**src/rtl/uart_receiver.sv**
```systemverilog
// uart_receiver: 8N1 (optionally 8E1) UART receive path, serial line in, parallel bytes out.
//   Optional feature macro: UART_RX_PARITY_EN (adds an even-parity bit and o_parity_error).
//   Ports:
//     i_clk            system clock, all logic on posedge
//     i_rst_n          asynchronous active-low reset
//     i_rx             serial line, idle high, asynchronous to i_clk
//     o_rx_data        last good byte, held until the next good frame
//     o_rx_valid       1-cycle pulse when o_rx_data is updated
//     o_framing_error  1-cycle pulse when the stop bit is sampled low
//     o_busy           high in every state except IDLE
//     o_parity_error   1-cycle pulse on a parity mismatch (parity build only)
module uart_receiver #(
  parameter int CLOCKS_PER_BIT = 5000
) (
  input  logic       i_clk,
  input  logic       i_rst_n,
  input  logic       i_rx,
  output logic [7:0] o_rx_data,
  output logic       o_rx_valid,
  output logic       o_framing_error,
`ifdef UART_RX_PARITY_EN
  output logic       o_parity_error,
`endif
  output logic       o_busy
);
  localparam int CW = $clog2(CLOCKS_PER_BIT);
  localparam logic [CW-1:0] HALF = CW'(CLOCKS_PER_BIT / 2 - 1);
  localparam logic [CW-1:0] LAST = CW'(CLOCKS_PER_BIT - 1);
`ifdef UART_RX_PARITY_EN
  typedef enum logic [2:0] {IDLE, START, DATA, PARITY, STOP, BRK} state_t;
`else
  typedef enum logic [2:0] {IDLE, START, DATA, STOP, BRK} state_t;
`endif
  state_t          r_state, w_next;
  logic            r_meta, r_rx_s;
  logic [CW-1:0]   r_cnt;
  logic [2:0]      r_bit_idx;
  logic [7:0]      r_shift, r_rx_data;
  logic            r_rx_valid, r_ferr;
  logic            w_half, w_full, w_stop_smp, w_good, w_ferr, w_par_bad;
`ifdef UART_RX_PARITY_EN
  logic            r_par, r_perr;
`endif

  always_ff @(posedge i_clk or negedge i_rst_n)
    if (!i_rst_n) r_state <= IDLE;
    else          r_state <= w_next;

  always_comb begin
    w_half = r_cnt == HALF;
    w_full = r_cnt == LAST;
    w_next = r_state;
    case (r_state)
      IDLE:   if (!r_rx_s) w_next = START;
      START:  if (w_half) w_next = r_rx_s ? IDLE : DATA;
`ifdef UART_RX_PARITY_EN
      DATA:   if (w_full && r_bit_idx == 3'd7) w_next = PARITY;
      PARITY: if (w_full) w_next = STOP;
`else
      DATA:   if (w_full && r_bit_idx == 3'd7) w_next = STOP;
`endif
      STOP:   if (w_full) w_next = r_rx_s ? IDLE : BRK;
      BRK:    if (r_rx_s) w_next = IDLE;
      default: w_next = IDLE;
    endcase
  end

  always_comb begin
    o_busy     = r_state != IDLE;
    w_stop_smp = r_state == STOP && w_full;
`ifdef UART_RX_PARITY_EN
    w_par_bad  = ^{r_shift, r_par};
`else
    w_par_bad  = 1'b0;
`endif
    // a low stop bit outranks a parity mismatch
    w_ferr     = w_stop_smp && !r_rx_s;
    w_good     = w_stop_smp && r_rx_s && !w_par_bad;
  end

  always_ff @(posedge i_clk or negedge i_rst_n)
    if (!i_rst_n) begin
      r_meta     <= 1'b1;
      r_rx_s     <= 1'b1;
      r_cnt      <= '0;
      r_bit_idx  <= '0;
      r_shift    <= '0;
      r_rx_data  <= '0;
      r_rx_valid <= 1'b0;
      r_ferr     <= 1'b0;
`ifdef UART_RX_PARITY_EN
      r_par      <= 1'b0;
      r_perr     <= 1'b0;
`endif
    end else begin
      r_meta     <= i_rx;
      r_rx_s     <= r_meta;
      // counter restarts on every state change and at each bit boundary
      r_cnt      <= (w_next != r_state || w_full || r_state == IDLE || r_state == BRK) ? '0 : r_cnt + CW'(1);
      if (r_state == START) r_bit_idx <= '0;
      if (r_state == DATA && w_full) begin
        r_shift   <= {r_rx_s, r_shift[7:1]};
        r_bit_idx <= r_bit_idx + 3'd1;
      end
      if (w_good) r_rx_data <= r_shift;
      r_rx_valid <= w_good;
      r_ferr     <= w_ferr;
`ifdef UART_RX_PARITY_EN
      if (r_state == PARITY && w_full) r_par <= r_rx_s;
      r_perr     <= w_stop_smp && r_rx_s && w_par_bad;
`endif
    end

  always_comb begin
    o_rx_data       = r_rx_data;
    o_rx_valid      = r_rx_valid;
    o_framing_error = r_ferr;
`ifdef UART_RX_PARITY_EN
    o_parity_error  = r_perr;
`endif
  end
endmodule

```
**config.mk**
```make
export PLATFORM = sky130hd
export DESIGN_NAME = uart_receiver
export DESIGN_NICKNAME = d
export VERILOG_FILES = /design/src/rtl/uart_receiver.sv
export SDC_FILE = /design/constraint.sdc
export NUM_CORES = 1
export LEC_CHECK = 0
export BUFFER_PORTS_ARGS = -buffer_cell sky130_fd_sc_hd__buf_2
export CAP_MARGIN = 20
export CORE_ASPECT_RATIO = 0.5
export CORE_MARGIN = 3
export CORE_UTILIZATION = 52
export CTS_CLUSTER_DIAMETER = 150
export DETAILED_ROUTE_END_ITERATION = 8
export MAX_ROUTING_LAYER = met4
export PLACE_DENSITY = 0.73
export SLEW_MARGIN = 25
export SYNTH_ARGS = -nofsm -noshare
export SYNTH_HDL_FRONTEND = slang
export SYNTH_SLANG_ARGS = --single-unit
```
**constraint.sdc**
```tcl
create_clock -name i_clk -period 2.4 [get_ports i_clk]
set_clock_uncertainty 0.1 [all_clocks]
set_input_delay 0.36 -clock i_clk [delete_from_list [all_inputs] [get_ports i_clk]]
set_output_delay 0.36 -clock i_clk [all_outputs]
set_load 0.01 [all_outputs]
```
==> out/metrics.yaml <==
clock_tree:
  cts.clk_slew.worst_paths_ps: 80
  htreeDepth: 2
  clockRootBuffer: "clkbuf_8"
  cts.sinks: 39
  insertion_delay_ps: 290
  clockBufferDepth: 2
  cts_tree: "built"
  cts.hold.buffers_added: 0
  cts_inserted_buffers: 5
route:
  drt-vias-per-instance: 5.627
  route.detailed.drc: 0
  vias: 1176
  avgRoutedWirePerCell_um: 15.68
  drt_iter0_markers: 42
  drt-pass1-iter-count: 4
  wl_mm: 3.278
  ant_nets: 0
floorplan:
  die_area_um2: 4229
  core-area_um2: 3136
  fp-row-count: 14
  io_pins: 14
  initial_utilization_pct: 57.14
  die_w_um: 89.02
  die_h_um: 47.51
worst_hold_path:
  min_path_type: "in -> async"
logic_synthesis:
  synth.area.top_cells: "dfrtp_1, mux2_2, mux2_4"
  synth_edf_count: 0
  synth_area_um2: 1792
  syn-instance-count: 148
  async_flop_share_pct: 100.0
  synth_seq_cells: 39
  synth_ff_type: "dfrtp_1"
  synth.avg_cell_area_um2: 12.11
  yosysWarnings: 0
  synth_top_area_share_pct: 51.68
  yosys.cell_types.count: 39
  yosysTopAreaCell: "dfrtp_1"
  syn-num-nets: 154
  ys_seq_area_share_pct: 54.61
finish:
  drive_gt1_share_pct: 30.77
  final_nets: 174
  final_common_cell: "dfrtp_1"
  area_delta_synth_final_pct: 16.41
  fin_area_um2: 2086
  antennaDiodeCount: 0
  postLayoutCoreUtil_pct: 66.52
  final_cell_mix: "dfrtp_1, buf_2, nor2_1"
  fillers: 235
timing:
  slew_headroom_pct: 44.93
  rsz0062_at_grt: "true"
  max_freq_mhz: 425.9
  hold_slack_ps: 61.10
  finalHoldViolCount: 0
  worstMarginPinSlew_ps: 826.1
  fin_crit_sh_pct: 97.83
  worst_slack_ps: 52.20
  final-setup-viol-count: 0
  final_max_slew_viol_count: 0
  finalCriticalPeriod_ps: 2348
pwr:
  ir_drop_v: 0.0003450
  leakage_nw: 0.9972
  power_density_nw_per_um2: 632.2
setup_path:
  path_cells: "ha_4 > or4b_4 > or4_4 > or2_4 > mux2_4"
  cp_slowest_cell: "or4_4"
  cp-start-kind: "flop"
  path_class: "reg -> reg"
  cpPeakStageDelay_ps: 510
  rrSetupSlack_ps: 50
  crit_required_ps: 2480
  cpLargestDelayFamily: "simple AND/OR/NAND/NOR gates"
  worst-path-buf-inv: 0
  worstSetupEndpointType: "flop"
  crit_arrival_ps: 2430
  crit_path_max_fanout: 8
placement:
  place_congestion: 0.8158
  preCtsSetupSlack_ps: 33.45
  io_buffers: 13
  dp_hpwl_mm: 2.153
  placed_area_um2: 1928
grt:
  grt_pass1_wl_mm: 5.395
  overflow: 0
  grt_pass1_vias: 1098
  track_usage_pct: 18.07
  grt_antenna_before_repair: 0
  grt_start_max_net_pins: 40
run:
  maxCapViolCount: 0
outcome:
  status: "finished clean"
## cell usage after synthesis, types with 2 or more instances
library cell,n
mux2i_1,2
nor2_1,11
xor2_1,9
nand3b_1,3
nor3_1,2
dfrtp_1,37
mux2_2,10
o21ai_0,3
ha_1,3
nand3_1,4
and2_1,2
o211ai_1,2
mux2_4,6
buf_6,2
a21oi_1,2
clkbuf_1,5
a211oi_1,7
inv_1,5
dfstp_2,2
nand4_1,4
nand2_1,9
## flip-flops by register name, indices dropped and copies added, names as in the netlist
name             flops
r_meta               1
o_framing_error      1
r_shift              8
r_rx_s               1
o_rx_valid           1
r_bit_idx            3
o_rx_data            8
r_cnt               13
r_state              3
## per-stage QoR
stage	power, mW	std cells	setup TNS, ps
floorplan	0.6753	148	-344.8
global placement	0.6899	199	0
detailed placement	0.6901	199	0
CTS	1.330	207	0
global route	1.366	209	-9.098
finish	1.319	209	0
## path summary, 6_finish.rpt
path / start / endpoint / cells past startpoint
worst max-delay path: r_cnt[0]$_DFF_PN0_ / r_shift[2]$_DFFE_PN0P_ / 5
worst min-delay path: i_rst_n / r_cnt[9]$_DFF_PN0_ / 1
worst max register to register: r_cnt[0]$_DFF_PN0_ / r_shift[2]$_DFFE_PN0P_ / 5
worst min register to register: r_meta$_DFF_PN1_ / r_rx_s$_DFF_PN1_ / 0
max in group asynchronous: i_rst_n / r_cnt[11]$_DFF_PN0_ / 1
min in group i_clk: i_rx / r_meta$_DFF_PN1_ / 1
## area by class of cell
class                   count  area (um^2)  area share [%]
flip-flops and latches     39        978.4           46.91
repair buffers             19        122.6           5.879
inverters                   5        18.77          0.8998
clock inverters             2        60.06           2.879
multi-input cells          98        783.3           37.55
clock buffers               6        72.57           3.479
well taps                  40        50.05           2.400
## where the power goes
group / leakage (nW) / switching [mW] / internal [mW]
Clock: 0.0654 / 0.227 / 0.416
Sequential: 0.523 / 0.00228 / 0.660
Combinational: 0.409 / 0.0123 / 0.00161
## what timing repair did
item / in CTS / in global routing
setup endpoints to repair: 0 / 17
gates resized for setup: 0 / 3
setup buffers: 0 / 1
## kinds of logic after synthesis
logic type               Yosys count  share of synthesized area (%)
AND/OR/NAND/NOR                   48                          15.29
flip-flops                        39                          54.61
AO/OA/AOI/OAI                     18                          7.332
multiplexers                      18                          12.43
buffers and inverters             12                          3.352
XOR/XNOR                          10                          4.889
adder cells (fa/ha/maj)            3                          2.095
## routing by layer
metal	GRT usage [%]	wire length (um)	share of wire (%)	vias to the layer above
met4	4.451	24	0.73	0
met1	23.02	1526	47	578
li1	-	-	-	563
met5	-	0	0	-
met3	5.670	166	5.1	4
met2	28.76	1561	48	31
Power figures use the tool's default switching activity.
